`config.mk`:
```
export PLATFORM = sky130hd
export DESIGN_NAME = lfsr_rng_gen
export DESIGN_NICKNAME = d
export VERILOG_FILES = /design/src/rtl/lfsr_rng_gen.sv
export SDC_FILE = /design/constraint.sdc
export NUM_CORES = 1
export LEC_CHECK = 0
export CORE_MARGIN = 5
export CORE_UTILIZATION = 48
export CTS_CLUSTER_SIZE = 30
export DETAILED_ROUTE_END_ITERATION = 7
export GPL_TIMING_DRIVEN = 0
export PLACE_DENSITY_LB_ADDON = 0.05
export SLEW_MARGIN = 20
export SYNTH_ARGS = -nofsm -noshare
export SYNTH_HDL_FRONTEND = slang
export SYNTH_SLANG_ARGS = --single-unit
export TNS_END_PERCENT = 10
```
`constraint.sdc`:
```
create_clock -name clk -period 2.11 [get_ports clk]
set_clock_uncertainty 0.15 [all_clocks]
set_input_delay 0.211 -clock clk [delete_from_list [all_inputs] [get_ports clk]]
set_output_delay 0.211 -clock clk [all_outputs]
set_load 0.05 [all_outputs]
```
`src/rtl/lfsr_rng_gen.sv`:
```
// lfsr_rng_gen: Fibonacci LFSR random source with tick divider, valid/ready handshake,
// sticky overrun flag and step counter. Define LFSR_ZERO_GUARD_EN to recover from an all-zero LFSR.
module lfsr_rng_gen #(
    parameter int              WIDTH    = 10,
    parameter logic [WIDTH-1:0] TAPS    = 10'h240,
    parameter int              TICK_DIV = 100_000_000,
    parameter int              SIG_BITS = 2,
    parameter logic [WIDTH-1:0] SEED    = 10'd13,
    parameter int              CNT_BITS = 16
) (
    input  logic                clk,
    input  logic                reset,
    input  logic                enable,
    input  logic                seed_load,
    input  logic [WIDTH-1:0]    seed_value,
    input  logic                rnd_ready,
    output logic [WIDTH-1:0]    rnd,
    output logic [SIG_BITS-1:0] sig,
    output logic                rnd_valid,
    output logic                overrun,
    output logic [CNT_BITS-1:0] count
);

    localparam int TICK_W = (TICK_DIV > 1) ? $clog2(TICK_DIV) : 1;
    localparam logic [TICK_W-1:0] TICK_LAST = TICK_W'(TICK_DIV - 1);

    logic [WIDTH-1:0]  lfsr;
    logic [TICK_W-1:0] tick;
    logic              step;

    function automatic logic [WIDTH-1:0] lfsr_advance(input logic [WIDTH-1:0] cur);
`ifdef LFSR_ZERO_GUARD_EN
        if (cur == '0) return SEED;
`endif
        return {cur[WIDTH-2:0], ^(cur & TAPS)};
    endfunction

    function automatic logic [WIDTH-1:0] seed_filter(input logic [WIDTH-1:0] val);
`ifdef LFSR_ZERO_GUARD_EN
        return (val == '0) ? SEED : val;
`else
        return val;
`endif
    endfunction

    assign step = enable && (tick == TICK_LAST);

    // rnd and sig are direct views of the LFSR register, so they stay registered outputs
    assign rnd = lfsr;
    assign sig = lfsr[WIDTH-1 -: SIG_BITS];

    always_ff @(posedge clk) begin
        if (reset) begin
            lfsr      <= SEED;
            tick      <= '0;
            count     <= '0;
            rnd_valid <= 1'b0;
            overrun   <= 1'b0;
        end else if (seed_load) begin
            lfsr      <= seed_filter(seed_value);
            tick      <= '0;
            count     <= '0;
            rnd_valid <= 1'b0;
            overrun   <= 1'b0;
        end else begin
            if (enable) begin
                tick <= step ? '0 : tick + 1'b1;
            end
            if (step) begin
                lfsr      <= lfsr_advance(lfsr);
                count     <= count + 1'b1;
                rnd_valid <= 1'b1;
                // An acceptance in the same cycle consumes the old sample, so no overrun then
                if (rnd_valid && !rnd_ready) overrun <= 1'b1;
            end else if (rnd_valid && rnd_ready) begin
                rnd_valid <= 1'b0;
            end
        end
    end

endmodule

```
* Word-level counts from Yosys, hierarchy flattened
Index checks and enable logic that the tools add are counted.
** Operators by class
- Div/mod/pow operators :: 0
- Add/sub/neg operators :: 2
- Shift-type cells :: 0
- Equal/unequal tests :: 1
- Bitwise operators :: 0
- $lt $le $gt $ge :: 0
- Muxes and demuxes :: 5
- Reduce and logical (&&, ||, !) cells :: 9
- Multiply operators :: 0
** Operator list (number)
- $add 27x1->27 const B :: 1
- $eq 27x27->1 const B :: 1
- $mux 27 :: 1
- $mux 10 :: 2
- $add 16x1->16 const B :: 1
- $reduce_xor 10->1 :: 1
- $reduce_bool 2->1 :: 2
- $logic_and 1x1->1 :: 3
- $mux 1 :: 2
- $reduce_and 2->1 :: 1
- $reduce_or 2->1 :: 1
- $logic_not 1->1 :: 1
** Storage, ports and cells
- RAM bits :: 0
- Logic and storage cells :: 22
- Bits of input ports :: 15
- Bits in read-only memories :: 0
- Output and inout bits :: 30
- Latch bits :: 0
- Memories kept :: 0
- Flip-flop bits (word level) :: 55

* Longest topological paths before layout
- Depth after elaboration :: 4
- Mapped depth :: 8
- Depth with buffers taken out :: 5

* Least setup slack after synthesis
OpenSTA, ideal clock, no wires.
- Path type :: register to register
- Start point :: register count[2]
- End point :: register count[13]
- Arrival time :: 1.964 ns
- Slack :: -0.139 ns
- Cell stages (with the launch flop) :: 5
- Library setup time :: 0.134 ns
- Cells stage by stage :: dfxtp_1 > nand4_1 > or4_1 > o311ai_0 > o31ai_1
** On the way
- Cells in the longest elaborated chain, start to end :: 1
** Ends and longest elaborated chain
- start: declaration :: RTL line 21 : output logic [CNT_BITS-1:0] count
- start signal: assignment :: RTL line 71 : count <= count + 1'b1;
- $add 16x1->16 :: RTL line 71
No other way between the ends.
A chain may end at the register's enable or synchronous reset.

* Worst setup path after layout
- Start point :: register tick[0]
- End point :: register tick[20]
** On the way
- Cells in the longest elaborated chain, start to end :: 3
- Elaborated cells on any way between the ends :: 4
- Those cells by class :: 1 x add/sub; 1 x eq/ne; 1 x mux; 1 x reduce/logical
** Ends and longest elaborated chain
- start: declaration :: RTL line 28 : logic [TICK_W-1:0] tick;
- start signal: assignment :: RTL line 67 : tick <= step ? '0 : tick + 1'b1;
- parallel branches: the longest is 2 deep, another holds $add 27x1->27
- $mux 27 * :: RTL line 67
Mark *: on every way between the ends.

==> results.toml <==
[clock_network]
path_clk_slew_ns = 0.10
cts-htree-levels = 2
worstSkewPairLatency_ns = 0.31
numCtsBuffers = 5
numClockSinks = 55
cts_tree = "yes"
clock-root-buffer = "clkbuf_8"
cts_max_path_buffers = 2

[logic_synthesis]
ys_types = 46
synth-async-reset-ratio_pct = 0
synth.largest_area_cell = "dfxtp_1"
synth_ff_type = "dfxtp_1"
postSynthCellCount = 331
yosysMostFrequentCell = "dfxtp_1"
ys_top_cells_by_area = "dfxtp_1 (39%), or3_1 (4.5%), a21oi_1 (3.9%), nand4_1 (3.8%), nor2_1 (3.4%)"
syn_nets = 348
ys_ff_latch = 55
synth_top_area_share_pct = 39.4
synth_edf_count = 0
avgSynthCellArea_um2 = 8.45
yosys-top-cells-count = "dfxtp_1 (55), nor2_1 (25), a21oi_1 (22), nand2_1 (21), or3_1 (20)"
syn_area_um2 = 2800
ys_seq_area_share_pct = 39.4
yosysWarnings = 0

[floorplanning]
die_h_um = 86.3
die_x_um = 86.3
initial_core_util_pct = 50.2
core_um2 = 5570
die_area_um2 = 7460
io-pin-count = 45
row_count = 27

[route]
routedWlPerCell_um = 15.7
via_count = 2760
wl_um = 7150
drc = 0
firstDrtPassIters = 5
dr.first_iter.drc_count = 163
vias_per_cell = 6.05
antenna_left = 0

[timing]
finalHoldViolCount = 0
setup_viol = 0
whs_ns = 0.113
fmax_mhz = 487
maxSlewHeadroom_pct = 66.0
final.period_utilization_pct = 97.3
worstMarginPinSlew_ns = 0.509
min_period_ns = 2.05
final-max-slew-violation-count = 0
rsz0062_at_grt = "true"

[critical_path]
path_max_fanout = 10
startpoint_type = "flip-flop"
required_ns = 2.20
path_cells = "ha_4 > inv_1 > or4_4 > buf_2 > or3_1 > a21oi_1"
crit_type = "reg2reg"
crit_slowest_cell = "or4_4"
crit_arrival_ns = 2.14
setup.worst_path.end_class = "flip-flop"
cpPeakStageDelay_ns = 0.57

[power_and_ir_drop]
vdd_drop_max_mv = 0.427
p_per_area_nw_per_um2 = 522
power.leakage_nw = 1.12

[final_layout]
syn_to_final_growth_pct = 25.9
fill_cells = 508
finalNetCount = 400
diodes = 0
final_layout_size_suffix_gt1_share_pct = 17.7
final_util_pct = 63.2

[worst_hold_path]
hold_class = "in2reg"

[grt]
grtUsageTotal_pct = 19.6
grt_antenna_before_repair = 0
grt_pass1_wl_um = 12100
grt_start_max_net_pins = 18
grt_pass1_vias = 2640
grt_overflow = 0

[run]
cap_viol_max_count = 0

[place]
hpwl_um = 5060
gp_congestion = 0.863
portBuffers = 43

[run_status]
status = "finished, final reports clean"
## area by class of cell
cell class                 instances  area [um2]  area share [%]
clock buffer                       5        68.8            1.95
sequential                        55        1120            31.9
buffer                            23         129            3.66
timing repair buffer              47         460            13.1
clock inverter                     3        20.0           0.568
multi-input combinational        245        1610            45.7
inverter                           6        22.5           0.639
tap                               72        90.1            2.56
## worst max-delay path, delay by kind of cell, from the launching register on
family / cells / cell delay, ns
and+or+nand+nor: 2 / 0.89
buffers and inverters: 2 / 0.25
AOI/OAI and AO/OA: 1 / 0.15
adders and majority gates: 1 / 0.16
DFF: 1 / 0.39
## flip-flops by register name, summed over array words and instances, names as in the netlist
| signal | cells |
|---|---|
| rnd_valid | 1 |
| overrun | 1 |
| rnd | 10 |
| count | 16 |
| tick | 27 |
## through the flow
step           cell area [um2]  TNS (ns)  cells  total power [mW]  setup slack [ns]
6_report                  3520         0    456              1.84            0.0572
5_1_grt                   3520   -0.0568    456              1.92           -0.0316
4_1_cts                   3500         0    456              1.86           0.00187
3_5_place_dp              3330    -10.01    446              1.28            -0.286
3_3_place_gp              3330     -9.87    446              1.28            -0.279
2_1_floorplan             2810         0    331              1.20            0.0130
## kinds of logic (layout without fill, tap and decap cells)
kind of cell,Yosys count,after routing,synth area share (%)
simple gates,153,153,31.8
compound gates,74,74,17.8
flops,55,55,39.4
buf+inv,31,84,5.05
xor+xnor,12,12,3.76
mux,4,4,1.43
fa+ha+maj,2,2,0.894
## cells in the final DEF (no fill, tap or decap), types with 4 or more instances in the layout
master,netlist,layout
or4_1,7,7
o31ai_1,10,10
and4_1,7,4
xor2_1,5,5
clkbuf_8,0,5
or3_1,20,20
nand3_1,12,12
nand2_1,21,20
a21oi_1,22,22
nor3_1,9,9
a2111oi_0,4,4
nor2b_1,9,9
buf_4,2,7
a31oi_1,5,5
a31o_2,5,5
buf_2,8,6
and3_1,4,4
nor4_1,6,4
mux2i_1,4,4
dfxtp_2,0,12
nand4_1,17,17
clkbuf_1,13,6
inv_1,6,6
dfxtp_1,55,41
clkdlybuf4s50_1,0,43
clkbuf_2,0,4
o21ai_0,13,13
nor2_1,25,24
xnor2_1,7,7
## timing repair
action | in CTS | in global routing
gates resized for setup | 20 | 15
endpoints found under the hold margin | 0 | 0
pin swaps | 1 | 0
setup buffers | 4 | 0
endpoints found under the setup margin | 53 | 31
hold buffers | 0 | 0
## report_power, final
group	switching (mW)	internal [mW]
clock network	0.351	0.232
logic	0.117	0.0793
registers	0.0117	1.05
## worst paths after layout
check             startpoint       end  slack, ns  cells past startpoint
hold reg to reg      overrun   overrun       0.33                      1
setup / recovery     tick[0]  tick[20]       0.06                      6
hold / removal        enable   tick[1]       0.11                      3
setup reg to reg     tick[0]  tick[20]       0.06                      6
## layer usage
layer | vias up | track usage (%) | share of wire (%)
met3 | 13 | 3.99 | 6.2
li1 | 1356 | - | -
met5 | - | 0 | 0
met4 | 0 | 6.66 | 1.7
met2 | 88 | 31.4 | 46
met1 | 1303 | 26.1 | 46
No activity file was read; power rests on OpenSTA's default activity.
